===== src/rtl/uart_prog_loader_if.sv =====
// Memory-programming bus of the UART program loader.
// The loader drives it (master); program/data memory and the CPU top sample it (slave).
interface uart_prog_loader_if #(
    parameter int ADDR_W = 14,
    parameter int DATA_W = 32
);
    logic              upg_wen;
    logic [ADDR_W-1:0] upg_adr;
    logic [DATA_W-1:0] upg_dat;
    logic              upg_done;

    modport master (output upg_wen, upg_adr, upg_dat, upg_done);
    modport slave  (input  upg_wen, upg_adr, upg_dat, upg_done);
endinterface


===== src/rtl/uart_prog_loader.sv =====
// UART program loader: a debounced start_pg press enters load mode and holds
// the CPU in reset. Received bytes are packed little-endian into DATA_W-bit
// words and written to sequential word addresses. A status byte ('O' or 'E')
// is then sent on tx.
// Optional feature macro: PROG_CKSUM_EN. When it is defined, a modulo-256 sum
// of all bytes of written words follows the status byte.
// The upg interface instance must use the same ADDR_W/DATA_W as this module.
module uart_prog_loader #(
    parameter int BAUD_DIV     = 781,
    parameter int ADDR_W       = 14,
    parameter int DATA_W       = 32,
    parameter int DEBOUNCE_CYC = 1000000,
    parameter int TIMEOUT_CYC  = 100000
) (
    input  logic               clock,
    input  logic               reset,
    input  logic               start_pg,
    input  logic               rx,
    output logic               tx,
    uart_prog_loader_if.master upg,
    output logic               prog_active,
    output logic               frame_err
);
    localparam int NB    = DATA_W / 8;
    localparam int IDX_W = (NB > 1) ? $clog2(NB) : 1;
    localparam int BD_W  = $clog2(BAUD_DIV);
    localparam int DB_W  = $clog2(DEBOUNCE_CYC + 1);
    localparam int TM_W  = $clog2(TIMEOUT_CYC + 1);
`ifdef PROG_CKSUM_EN
    localparam int TX_BITS = 20;
`else
    localparam int TX_BITS = 10;
`endif
    localparam int TXC_W = $clog2(TX_BITS);

    localparam logic [IDX_W-1:0]  LAST_IDX  = IDX_W'(NB - 1);
    localparam logic [BD_W-1:0]   BAUD_LAST = BD_W'(BAUD_DIV - 1);
    localparam logic [BD_W-1:0]   BAUD_HALF = BD_W'(BAUD_DIV / 2 - 1);
    localparam logic [DB_W-1:0]   DB_LAST   = DB_W'(DEBOUNCE_CYC - 1);
    localparam logic [TM_W-1:0]   TM_LAST   = TM_W'(TIMEOUT_CYC - 1);
    localparam logic [ADDR_W-1:0] ADR_LAST  = '1;
    localparam logic [TXC_W-1:0]  TX_LAST   = TXC_W'(TX_BITS - 1);

    typedef enum logic [1:0] {
        ST_IDLE   = 2'd0,
        ST_LOAD   = 2'd1,
        ST_REPORT = 2'd2,
        ST_DONE   = 2'd3
    } state_t;

    state_t             state_r;
    logic               rx_meta_r, rx_sync_r, rx_prev_r, pg_meta_r, pg_sync_r;
    logic [DB_W-1:0]    db_cnt_r;
    logic               db_armed_r, start_evt_r;
    logic               rx_busy_r;
    logic [BD_W-1:0]    rx_cnt_r;
    logic [3:0]         rx_bit_r;
    logic [7:0]         rx_shift_r;
    logic               rx_tick_s, rx_good_s, rx_bad_s;
    logic [IDX_W-1:0]   byte_idx_r;
    logic [DATA_W-1:0]  word_buf_r, word_next_s;
    logic [TM_W-1:0]    tmo_cnt_r;
    logic               got_byte_r;
    logic               full_s, tmo_s, to_report_s;
    logic [7:0]         status_s;
    logic [TX_BITS-1:0] tx_frame_s;
    logic [TX_BITS-2:0] tx_frame_r;
    logic [TXC_W-1:0]   tx_left_r;
    logic [BD_W-1:0]    tx_cnt_r;
    logic               tx_r;
    logic               upg_wen_r, upg_done_r, prog_active_r, frame_err_r;
    logic [ADDR_W-1:0]  upg_adr_r;
    logic [DATA_W-1:0]  upg_dat_r;
`ifdef PROG_CKSUM_EN
    logic [7:0]         sum_r, word_sum_r;
`endif

    // Two-flop synchronisers for rx and the button, plus previous rx for edge detection
    always_ff @(posedge clock or negedge reset) begin
        if (!reset) begin
            rx_meta_r <= 1'b1;
            rx_sync_r <= 1'b1;
            rx_prev_r <= 1'b1;
            pg_meta_r <= 1'b0;
            pg_sync_r <= 1'b0;
        end else begin
            rx_meta_r <= rx;
            rx_sync_r <= rx_meta_r;
            rx_prev_r <= rx_sync_r;
            pg_meta_r <= start_pg;
            pg_sync_r <= pg_meta_r;
        end
    end

    // Debounce: one start event per press, re-armed only after the button is released
    always_ff @(posedge clock or negedge reset) begin
        if (!reset) begin
            db_cnt_r    <= '0;
            db_armed_r  <= 1'b1;
            start_evt_r <= 1'b0;
        end else begin
            start_evt_r <= 1'b0;
            if (!pg_sync_r) begin
                db_cnt_r   <= '0;
                db_armed_r <= 1'b1;
            end else if (db_armed_r) begin
                if (db_cnt_r == DB_LAST) begin
                    start_evt_r <= 1'b1;
                    db_armed_r  <= 1'b0;
                    db_cnt_r    <= '0;
                end else begin
                    db_cnt_r <= db_cnt_r + 1'b1;
                end
            end
        end
    end

    // Receiver sample strobe and frame outcome on the stop-bit sample
    always_comb begin
        rx_tick_s = rx_busy_r && (rx_cnt_r == '0);
        if (rx_tick_s && (rx_bit_r == 4'd9)) begin
            rx_good_s = rx_sync_r;
            rx_bad_s  = !rx_sync_r;
        end else begin
            rx_good_s = 1'b0;
            rx_bad_s  = 1'b0;
        end
    end

    // UART receiver: start re-checked at half a bit, then 8 data bits LSB first and stop
    always_ff @(posedge clock or negedge reset) begin
        if (!reset) begin
            rx_busy_r  <= 1'b0;
            rx_cnt_r   <= '0;
            rx_bit_r   <= 4'd0;
            rx_shift_r <= 8'h00;
        end else if (!rx_busy_r) begin
            if (rx_prev_r && !rx_sync_r) begin
                rx_busy_r <= 1'b1;
                rx_cnt_r  <= BAUD_HALF;
                rx_bit_r  <= 4'd0;
            end
        end else if (rx_cnt_r != '0) begin
            rx_cnt_r <= rx_cnt_r - 1'b1;
        end else begin
            rx_cnt_r <= BAUD_LAST;
            case (rx_bit_r)
                4'd0: begin
                    if (rx_sync_r) begin
                        rx_busy_r <= 1'b0;
                    end else begin
                        rx_bit_r <= 4'd1;
                    end
                end
                4'd9: rx_busy_r <= 1'b0;
                default: begin
                    rx_shift_r <= {rx_sync_r, rx_shift_r[7:1]};
                    rx_bit_r   <= rx_bit_r + 4'd1;
                end
            endcase
        end
    end

    // Word merge, report triggers and the outgoing report frame
    always_comb begin
        word_next_s = word_buf_r;
        word_next_s[8*byte_idx_r +: 8] = rx_shift_r;
        full_s   = upg_wen_r && (upg_adr_r == ADR_LAST);
        tmo_s    = got_byte_r && !rx_good_s && (tmo_cnt_r == TM_LAST);
        if (state_r == ST_LOAD) begin
            to_report_s = full_s || tmo_s;
        end else begin
            to_report_s = 1'b0;
        end
        status_s = ((byte_idx_r != '0) || frame_err_r) ? 8'h45 : 8'h4F;
`ifdef PROG_CKSUM_EN
        tx_frame_s = {1'b1, sum_r, 1'b0, 1'b1, status_s, 1'b0};
`else
        tx_frame_s = {1'b1, status_s, 1'b0};
`endif
    end

    // Loader FSM: load control, word writes, timeout and status transmission
    always_ff @(posedge clock or negedge reset) begin
        if (!reset) begin
            state_r       <= ST_IDLE;
            byte_idx_r    <= '0;
            word_buf_r    <= '0;
            tmo_cnt_r     <= '0;
            got_byte_r    <= 1'b0;
            tx_frame_r    <= '1;
            tx_left_r     <= '0;
            tx_cnt_r      <= '0;
            tx_r          <= 1'b1;
            upg_wen_r     <= 1'b0;
            upg_adr_r     <= '0;
            upg_dat_r     <= '0;
            upg_done_r    <= 1'b0;
            prog_active_r <= 1'b0;
            frame_err_r   <= 1'b0;
`ifdef PROG_CKSUM_EN
            sum_r         <= 8'h00;
            word_sum_r    <= 8'h00;
`endif
        end else begin
            upg_wen_r <= 1'b0;
            // address advances the cycle after each strobe
            if (upg_wen_r) begin
                upg_adr_r <= upg_adr_r + 1'b1;
            end
            case (state_r)
                ST_IDLE, ST_DONE: begin
                    if (start_evt_r) begin
                        state_r       <= ST_LOAD;
                        upg_adr_r     <= '0;
                        byte_idx_r    <= '0;
                        tmo_cnt_r     <= '0;
                        got_byte_r    <= 1'b0;
                        upg_done_r    <= 1'b0;
                        frame_err_r   <= 1'b0;
                        prog_active_r <= 1'b1;
`ifdef PROG_CKSUM_EN
                        sum_r         <= 8'h00;
                        word_sum_r    <= 8'h00;
`endif
                    end
                end
                ST_LOAD: begin
                    if (to_report_s) begin
                        state_r    <= ST_REPORT;
                        tx_r       <= tx_frame_s[0];
                        tx_frame_r <= tx_frame_s[TX_BITS-1:1];
                        tx_left_r  <= TX_LAST;
                        tx_cnt_r   <= BAUD_LAST;
                    end else begin
                        if (rx_bad_s) begin
                            frame_err_r <= 1'b1;
                        end
                        if (rx_good_s) begin
                            word_buf_r <= word_next_s;
                            tmo_cnt_r  <= '0;
                            got_byte_r <= 1'b1;
                            if (byte_idx_r == LAST_IDX) begin
                                upg_dat_r  <= word_next_s;
                                upg_wen_r  <= 1'b1;
                                byte_idx_r <= '0;
`ifdef PROG_CKSUM_EN
                                sum_r      <= sum_r + word_sum_r + rx_shift_r;
                                word_sum_r <= 8'h00;
`endif
                            end else begin
                                byte_idx_r <= byte_idx_r + 1'b1;
`ifdef PROG_CKSUM_EN
                                word_sum_r <= word_sum_r + rx_shift_r;
`endif
                            end
                        end else if (got_byte_r) begin
                            tmo_cnt_r <= tmo_cnt_r + 1'b1;
                        end
                    end
                end
                ST_REPORT: begin
                    if (tx_cnt_r != '0) begin
                        tx_cnt_r <= tx_cnt_r - 1'b1;
                    end else if (tx_left_r == '0) begin
                        state_r       <= ST_DONE;
                        upg_done_r    <= 1'b1;
                        prog_active_r <= 1'b0;
                    end else begin
                        tx_r       <= tx_frame_r[0];
                        tx_frame_r <= {1'b1, tx_frame_r[TX_BITS-2:1]};
                        tx_left_r  <= tx_left_r - 1'b1;
                        tx_cnt_r   <= BAUD_LAST;
                    end
                end
                default: state_r <= ST_IDLE;
            endcase
        end
    end

    assign tx           = tx_r;
    assign upg.upg_wen  = upg_wen_r;
    assign upg.upg_adr  = upg_adr_r;
    assign upg.upg_dat  = upg_dat_r;
    assign upg.upg_done = upg_done_r;
    assign prog_active  = prog_active_r;
    assign frame_err    = frame_err_r;
endmodule


===== src/flat_wrapper.sv =====
// flat-port wrapper written by rule: the top's interface ports become plain ports
module uart_prog_loader_flat 
#(
    parameter int BAUD_DIV     = 781,
    parameter int ADDR_W       = 14,
    parameter int DATA_W       = 32,
    parameter int DEBOUNCE_CYC = 1000000,
    parameter int TIMEOUT_CYC  = 100000
)
  (clock, reset, start_pg, rx, tx, prog_active, frame_err, upg_upg_wen, upg_upg_adr, upg_upg_dat, upg_upg_done);
  uart_prog_loader_if #(.ADDR_W(ADDR_W), .DATA_W(DATA_W)) upg_i ();
  input  logic clock;
  input  logic reset;
  input  logic start_pg;
  input  logic rx;
  output logic tx;
  output logic prog_active;
  output logic frame_err;
  output wire logic [$bits(upg_i.upg_wen)-1:0] upg_upg_wen;
  output wire logic [$bits(upg_i.upg_adr)-1:0] upg_upg_adr;
  output wire logic [$bits(upg_i.upg_dat)-1:0] upg_upg_dat;
  output wire logic [$bits(upg_i.upg_done)-1:0] upg_upg_done;
  assign upg_upg_wen = upg_i.upg_wen;
  assign upg_upg_adr = upg_i.upg_adr;
  assign upg_upg_dat = upg_i.upg_dat;
  assign upg_upg_done = upg_i.upg_done;
  uart_prog_loader #(.BAUD_DIV(BAUD_DIV), .ADDR_W(ADDR_W), .DATA_W(DATA_W), .DEBOUNCE_CYC(DEBOUNCE_CYC), .TIMEOUT_CYC(TIMEOUT_CYC)) u_core (.clock(clock), .reset(reset), .start_pg(start_pg), .rx(rx), .tx(tx), .upg(upg_i), .prog_active(prog_active), .frame_err(frame_err));
endmodule

===== config.mk =====
export PLATFORM = sky130hd
export DESIGN_NAME = uart_prog_loader_flat
export DESIGN_NICKNAME = d
export VERILOG_FILES = /design/src/rtl/uart_prog_loader_if.sv /design/src/rtl/uart_prog_loader.sv /design/src/flat_wrapper.sv
export SDC_FILE = /design/constraint.sdc
export NUM_CORES = 1
export LEC_CHECK = 0
export ABC_AREA = 1
export CORE_ASPECT_RATIO = 0.6
export CORE_MARGIN = 2
export CORE_UTILIZATION = 55
export DETAILED_ROUTE_END_ITERATION = 10
export MAX_ROUTING_LAYER = met4
export PLACE_DENSITY = 0.76
export SLEW_MARGIN = 30
export SYNTH_ARGS = -nofsm -noshare
export SYNTH_HDL_FRONTEND = slang
export SYNTH_SLANG_ARGS = --single-unit

===== constraint.sdc =====
create_clock -name clock -period 4.64 [get_ports clock]
set_input_delay 1.16 -clock clock [delete_from_list [all_inputs] [get_ports clock]]
set_output_delay 1.16 -clock clock [all_outputs]
set_load 0.02 [all_outputs]

==> report_table.html <==
<table>
<tr><th>Metric</th><th>Value</th></tr>
<tr><th colspan="2">Pwr</th></tr>
<tr><td>Sequential share of power</td><td>49.4%</td></tr>
<tr><td>Fraction of power spent switching nets</td><td>28.0%</td></tr>
<tr><td>Leakage power</td><td>about 4.7 nW</td></tr>
<tr><td>Worst supply voltage drop on vdd</td><td>233 uV</td></tr>
<tr><td>Power density over cell area</td><td>329 mW/mm2</td></tr>
<tr><td>Switching power</td><td>0.942 mW</td></tr>
<tr><td>Internal cell power</td><td>roughly 2.4 mW</td></tr>
<tr><td>Portion of total power attributed to the clock network</td><td>42.6%</td></tr>
<tr><td>Gate power share</td><td>8.0%</td></tr>
<tr><th colspan="2">Worst setup path</th></tr>
<tr><td>Logic depth of the worst path, buffers included</td><td>8</td></tr>
<tr><td>Arrival time of the worst setup path</td><td>3.29 ns</td></tr>
<tr><td>Capture point of the worst reg-to-reg path</td><td>u_core.tmo_cnt_r[13]$_DFFE_PN0P_</td></tr>
<tr><td>Type of element capturing the critical path</td><td>flop</td></tr>
<tr><td>CP delay by family, top</td><td>compound AO/OA/AOI/OAI gates</td></tr>
<tr><td>Crit-path max FO</td><td>19</td></tr>
<tr><td>Classification of the worst setup path</td><td>flop to flop</td></tr>
<tr><td>Length in cells of the worst reg-to-reg path</td><td>8</td></tr>
<tr><td>Worst endpoint required time</td><td>4.95 ns</td></tr>
<tr><td>Setup crit start</td><td>u_core.state_r[1]$_DFFE_PN0P_</td></tr>
<tr><td>Startpoint class of the critical path</td><td>flop</td></tr>
<tr><td>Crit path to</td><td>u_core.tmo_cnt_r[13]$_DFFE_PN0P_</td></tr>
<tr><td>Worst setup slack for register-to-register paths</td><td>1.66 ns</td></tr>
<tr><td>Highest-delay cell along the critical path</td><td>sky130_fd_sc_hd__o21a_1</td></tr>
<tr><td>Chain of cells forming the critical path</td><td>inv_1 &gt; ha_1 &gt; inv_1 &gt; o21ai_1 &gt; o21a_1 &gt; nand2_4 &gt; nand2_1 &gt; nand2_1</td></tr>
<tr><td>FF-to-FF Start</td><td>u_core.state_r[1]$_DFFE_PN0P_</td></tr>
<tr><td>Number of buffer and inverter instances along the worst setup path</td><td>2</td></tr>
<tr><td>Max stage delay on crit path</td><td>0.63 ns</td></tr>
<tr><th colspan="2">Logic synthesis</th></tr>
<tr><td>Syn_nets</td><td>1123</td></tr>
<tr><td>Fraction of post-synthesis cell area in the top cell type by area</td><td>45.6%</td></tr>
<tr><td>Largest cells by area after synthesis</td><td>sky130_fd_sc_hd__dfrtp_1, sky130_fd_sc_hd__nand2_1, sky130_fd_sc_hd__inv_1</td></tr>
<tr><td>Main combinational cell family by area after synthesis</td><td>simple AND/OR/NAND/NOR gates</td></tr>
<tr><td>Warnings, synthesis</td><td>0</td></tr>
<tr><td>Post-synthesis adder-cell area fraction</td><td>2.64%</td></tr>
<tr><td>Cell area after synthesis</td><td>between 0.008 and 0.009 mm2</td></tr>
<tr><td>Synthesis-stage register bit count</td><td>177</td></tr>
<tr><td>Top cell type by total area after synthesis</td><td>sky130_fd_sc_hd__dfrtp_1</td></tr>
<tr><td>Library cells used by synthesis</td><td>45</td></tr>
<tr><td>Synth Area in Compound Gates</td><td>11.5%</td></tr>
<tr><td>Avg Synthesized Cell Area</td><td>8.18 um2</td></tr>
<tr><td>Mux cell area share after synthesis</td><td>0%</td></tr>
<tr><td>Most common library cells after synthesis</td><td>sky130_fd_sc_hd__nand2_1, sky130_fd_sc_hd__dfrtp_1, sky130_fd_sc_hd__inv_1</td></tr>
<tr><td>Dominant synthesized flop cell</td><td>sky130_fd_sc_hd__dfrtp_1</td></tr>
<tr><td>Share of the synthesized netlist area taken by xor and xnor gates</td><td>about 2.7%</td></tr>
<tr><td>Most repeated cell in the gate-level netlist after synthesis</td><td>sky130_fd_sc_hd__nand2_1</td></tr>
<tr><td>Sequential share of the synthesized area</td><td>49.4%</td></tr>
<tr><td>Synth Instances</td><td>1100</td></tr>
<tr><td>Async set-reset flop share out of synthesis</td><td>100%</td></tr>
<tr><td>Area fraction in and, or, nand and nor cells after synthesis</td><td>between 20% and 30%</td></tr>
<tr><td>Number of flops mapped to enable cells by yosys</td><td>0</td></tr>
<tr><th colspan="2">GRT</th></tr>
<tr><td>First-pass GRT wire length</td><td>between 30000 and 40000 um</td></tr>
<tr><td>Number of antenna violations at the first check in global routing</td><td>0</td></tr>
<tr><td>Vias in the first global route</td><td>6662</td></tr>
<tr><td>Largest net degree at the start of global routing</td><td>between 90 and 100</td></tr>
<tr><td>GRT Util Overall</td><td>between 20% and 30%</td></tr>
<tr><td>Total overflow reported by the global router</td><td>0</td></tr>
<tr><th colspan="2">Placement</th></tr>
<tr><td>Hpwl dp</td><td>roughly 13000 um</td></tr>
<tr><td>Last weighted congestion value of the routability-driven placer</td><td>roughly 0.90</td></tr>
<tr><td>Worst slack at placement</td><td>1.74 ns</td></tr>
<tr><td>Input/output buffers</td><td>54</td></tr>
<tr><th colspan="2">Clock network</th></tr>
<tr><td>CTS root buf</td><td>sky130_fd_sc_hd__clkbuf_16</td></tr>
<tr><td>CTS tree</td><td>done</td></tr>
<tr><td>Number of buffers created by CTS</td><td>17</td></tr>
<tr><td>Cells resized by post-CTS repair</td><td>0</td></tr>
<tr><td>Insertion delay to the later sink of the worst-skew pair</td><td>0.44 ns</td></tr>
<tr><td>Clock input transition at the sequential cells of the worst setup and hold paths</td><td>0.07 ns</td></tr>
<tr><td>Clock net sink count</td><td>177</td></tr>
<tr><td>Post-CTS setup repair buffer count</td><td>0</td></tr>
<tr><td>Htree depth</td><td>4</td></tr>
<tr><td>Hold-fix buffers, CTS</td><td>0</td></tr>
<tr><td>Buffer depth of the longest clock path</td><td>2</td></tr>
<tr><th colspan="2">Timing</th></tr>
<tr><td>Number of failing hold endpoints at the final stage</td><td>0</td></tr>
<tr><td>Final setup violation count</td><td>0</td></tr>
<tr><td>Worst-case headroom to the max-slew limit</td><td>42.9%</td></tr>
<tr><td>TNS Setup</td><td>0 ns</td></tr>
<tr><td>Maximum clock skew at final layout</td><td>between 0.015 and 0.02 ns</td></tr>
<tr><td>Timing-limited maximum frequency</td><td>0.336 GHz</td></tr>
<tr><td>Clock period minus worst slack</td><td>2.98 ns</td></tr>
<tr><td>Unrepaired setup endpoints after global routing</td><td>false</td></tr>
<tr><td>Share of the cycle needed by the critical path after routing</td><td>64.2%</td></tr>
<tr><td>Setup ws final</td><td>1.66 ns</td></tr>
<tr><td>Number of pins exceeding their max-slew limit in the final report</td><td>0</td></tr>
<tr><td>Slew at the pin closest to its max-slew limit</td><td>about 0.86 ns</td></tr>
<tr><th colspan="2">Hold path</th></tr>
<tr><td>Critical hold path startpoint</td><td>u_core.rx_meta_r$_DFF_PN1_</td></tr>
<tr><td>Min-delay worst type</td><td>flop to flop</td></tr>
<tr><th colspan="2">Flow run</th></tr>
<tr><td>Max capacitance violation total</td><td>0</td></tr>
<tr><th colspan="2">Floorplan</th></tr>
<tr><td>Core Footprint</td><td>about 0.016 mm2</td></tr>
<tr><td>Initial core utilization</td><td>55.8%</td></tr>
<tr><td>Cell Rows</td><td>36</td></tr>
<tr><td>Die height</td><td>103 um</td></tr>
<tr><td>Io pins</td><td>55</td></tr>
<tr><td>Die width</td><td>169 um</td></tr>
<tr><td>DIE AREA</td><td>0.0174 mm2</td></tr>
<tr><th colspan="2">Route</th></tr>
<tr><td>Number of violations reported at the end of detailed-routing iteration 0</td><td>745</td></tr>
<tr><td>TritonRoute pass-1 iters</td><td>5</td></tr>
<tr><td>Per-cell via count in the routed design</td><td>5.46</td></tr>
<tr><td>Vias after detailed routing</td><td>7463</td></tr>
<tr><td>Post-detailed-routing wire length</td><td>between 15000 and 20000 um</td></tr>
<tr><td>Number of routed nets with antenna violations</td><td>0</td></tr>
<tr><td>Number of remaining DRC errors</td><td>0</td></tr>
<tr><td>Average wire per cell in the routed design</td><td>roughly 15 um</td></tr>
<tr><th colspan="2">Finish</th></tr>
<tr><td>Antenna diodes</td><td>0</td></tr>
<tr><td>Layout net count</td><td>approximately 1200</td></tr>
<tr><td>Layout cell share with drive strength beyond 1</td><td>under 10%</td></tr>
<tr><td>Synthesis-to-finish area growth</td><td>13.8%</td></tr>
<tr><th colspan="2">Run status</th></tr>
<tr><td>Status</td><td>finished clean</td></tr>
</table>
worst reg2reg max path, delay by kind of cell, from the launching register on:
kind                     cells  cell delay, ns
AO/OA/AOI/OAI                2            1.05
adder cells (fa/ha/maj)      1            0.44
buffers and inverters        2            0.49
flip-flops                   1            0.39
AND/OR/NAND/NOR              3            0.49
how the worst min path moves through the flow:
| stage | endpoint | slack [ns] | depth (start not counted) |
|---|---|---|---|
| 2_1_floorplan | u_core.pg_sync_r$_DFF_PN0_ | 0.33 | 0 |
| 3_3_place_gp | u_core.rx_sync_r$_DFF_PN1_ | 0.35 | 0 |
| 3_5_place_dp | u_core.pg_sync_r$_DFF_PN0_ | 0.35 | 0 |
| 4_1_cts | u_core.rx_sync_r$_DFF_PN1_ | 0.36 | 0 |
| 5_1_grt | u_core.rx_sync_r$_DFF_PN1_ | 0.37 | 0 |
| 6_report | u_core.rx_sync_r$_DFF_PN1_ | 0.36 | 0 |
registers in the layout, summed over array words and instances, names as in the netlist, 4 cells and up:
name and flops:
u_core.upg.upg_dat 32, u_core.word_buf_r 32, u_core.db_cnt_r 20, u_core.tmo_cnt_r 17, u_core.upg.upg_adr 14, u_core.rx_cnt_r 10, u_core.tx_cnt_r 10, u_core.rx_shift_r 8
u_core.tx_frame_r 8, u_core.rx_bit_r 4, u_core.tx_left_r 4
layout by cell type (no fill, tap or decap), types with 3 or more instances in the layout:
cell type	n
sky130_fd_sc_hd__buf_4	4
sky130_fd_sc_hd__nor3_1	27
sky130_fd_sc_hd__nor3_2	4
sky130_fd_sc_hd__nand3_4	4
sky130_fd_sc_hd__ha_1	19
sky130_fd_sc_hd__nand2_1	286
sky130_fd_sc_hd__dfstp_2	13
sky130_fd_sc_hd__inv_2	6
sky130_fd_sc_hd__clkbuf_16	17
sky130_fd_sc_hd__a22oi_1	16
sky130_fd_sc_hd__a21oi_1	31
sky130_fd_sc_hd__inv_1	120
sky130_fd_sc_hd__xnor2_1	10
sky130_fd_sc_hd__nor2_2	4
sky130_fd_sc_hd__nor4_1	6
sky130_fd_sc_hd__a31oi_1	3
sky130_fd_sc_hd__o21ai_1	26
sky130_fd_sc_hd__clkdlybuf4s50_1	53
sky130_fd_sc_hd__clkinv_8	4
sky130_fd_sc_hd__inv_8	4
sky130_fd_sc_hd__o21ai_2	5
sky130_fd_sc_hd__xor2_1	18
sky130_fd_sc_hd__nor2_1	96
sky130_fd_sc_hd__dfrtp_1	164
sky130_fd_sc_hd__o21ai_0	72
sky130_fd_sc_hd__inv_6	3
sky130_fd_sc_hd__or2_2	8
sky130_fd_sc_hd__o22ai_1	23
sky130_fd_sc_hd__nor2_4	3
sky130_fd_sc_hd__nand2_2	3
sky130_fd_sc_hd__nand4_1	17
sky130_fd_sc_hd__nand3_1	63
kinds of logic (layout without fill, tap and decap cells):
| group | after synthesis | after routing |
|---|---|---|
| xor gates and xnor gates | 28 | 28 |
| AOI/OAI and AO/OA | 185 | 185 |
| buffers and inverters | 160 | 218 |
| and+or+nand+nor | 531 | 531 |
| DFF | 177 | 177 |
| adders and majority gates | 19 | 19 |
per-layer routing:
layer  vias up  wire, um  global-route usage, %  part of all wire (%)
met2       214      8190                   34.0                    41
met1      3543     10400                   37.9                    52
met5         -         0                      -                     0
li1       3682         -                      -                     -
met4         0       220                   6.64                   1.1
met3        24      1050                   4.49                   5.3
metrics by stage:
step	cells	instance area, um2	power, mW	utilization, %	hold slack [ns]
final	1367	10200	3.37	63.5	0.359
after global routing	1367	10200	3.51	63.5	0.366
after CTS	1367	10200	3.39	63.4	0.359
after detailed placement	1335	9630	1.96	59.7	0.346
after global placement	1335	9630	1.95	59.7	0.348
after floorplan	1100	8990	1.88	-	0.331
final cells by class:
| cell class | count | area (um2) |
|---|---|---|
| sequential | 177 | 4450 |
| clock buffer | 18 | 429 |
| inverter | 128 | 480 |
| fill | 1371 | 5890 |
| timing repair buffer | 58 | 572 |
| clock inverter | 14 | 161 |
| tap | 209 | 262 |
| multi-input combinational | 763 | 3880 |
power groups by stage:
stage                     Combinational (mW)  Clock [mW]  Sequential (mW)
final                                  0.271        1.43             1.66
after floorplan                        0.198           0             1.68
after global placement                 0.265           0             1.69
after CTS                              0.274        1.45             1.66
after global routing                   0.317        1.52             1.67
after detailed placement               0.272           0             1.69
Note: power is estimated with default switching activity, not from simulation.
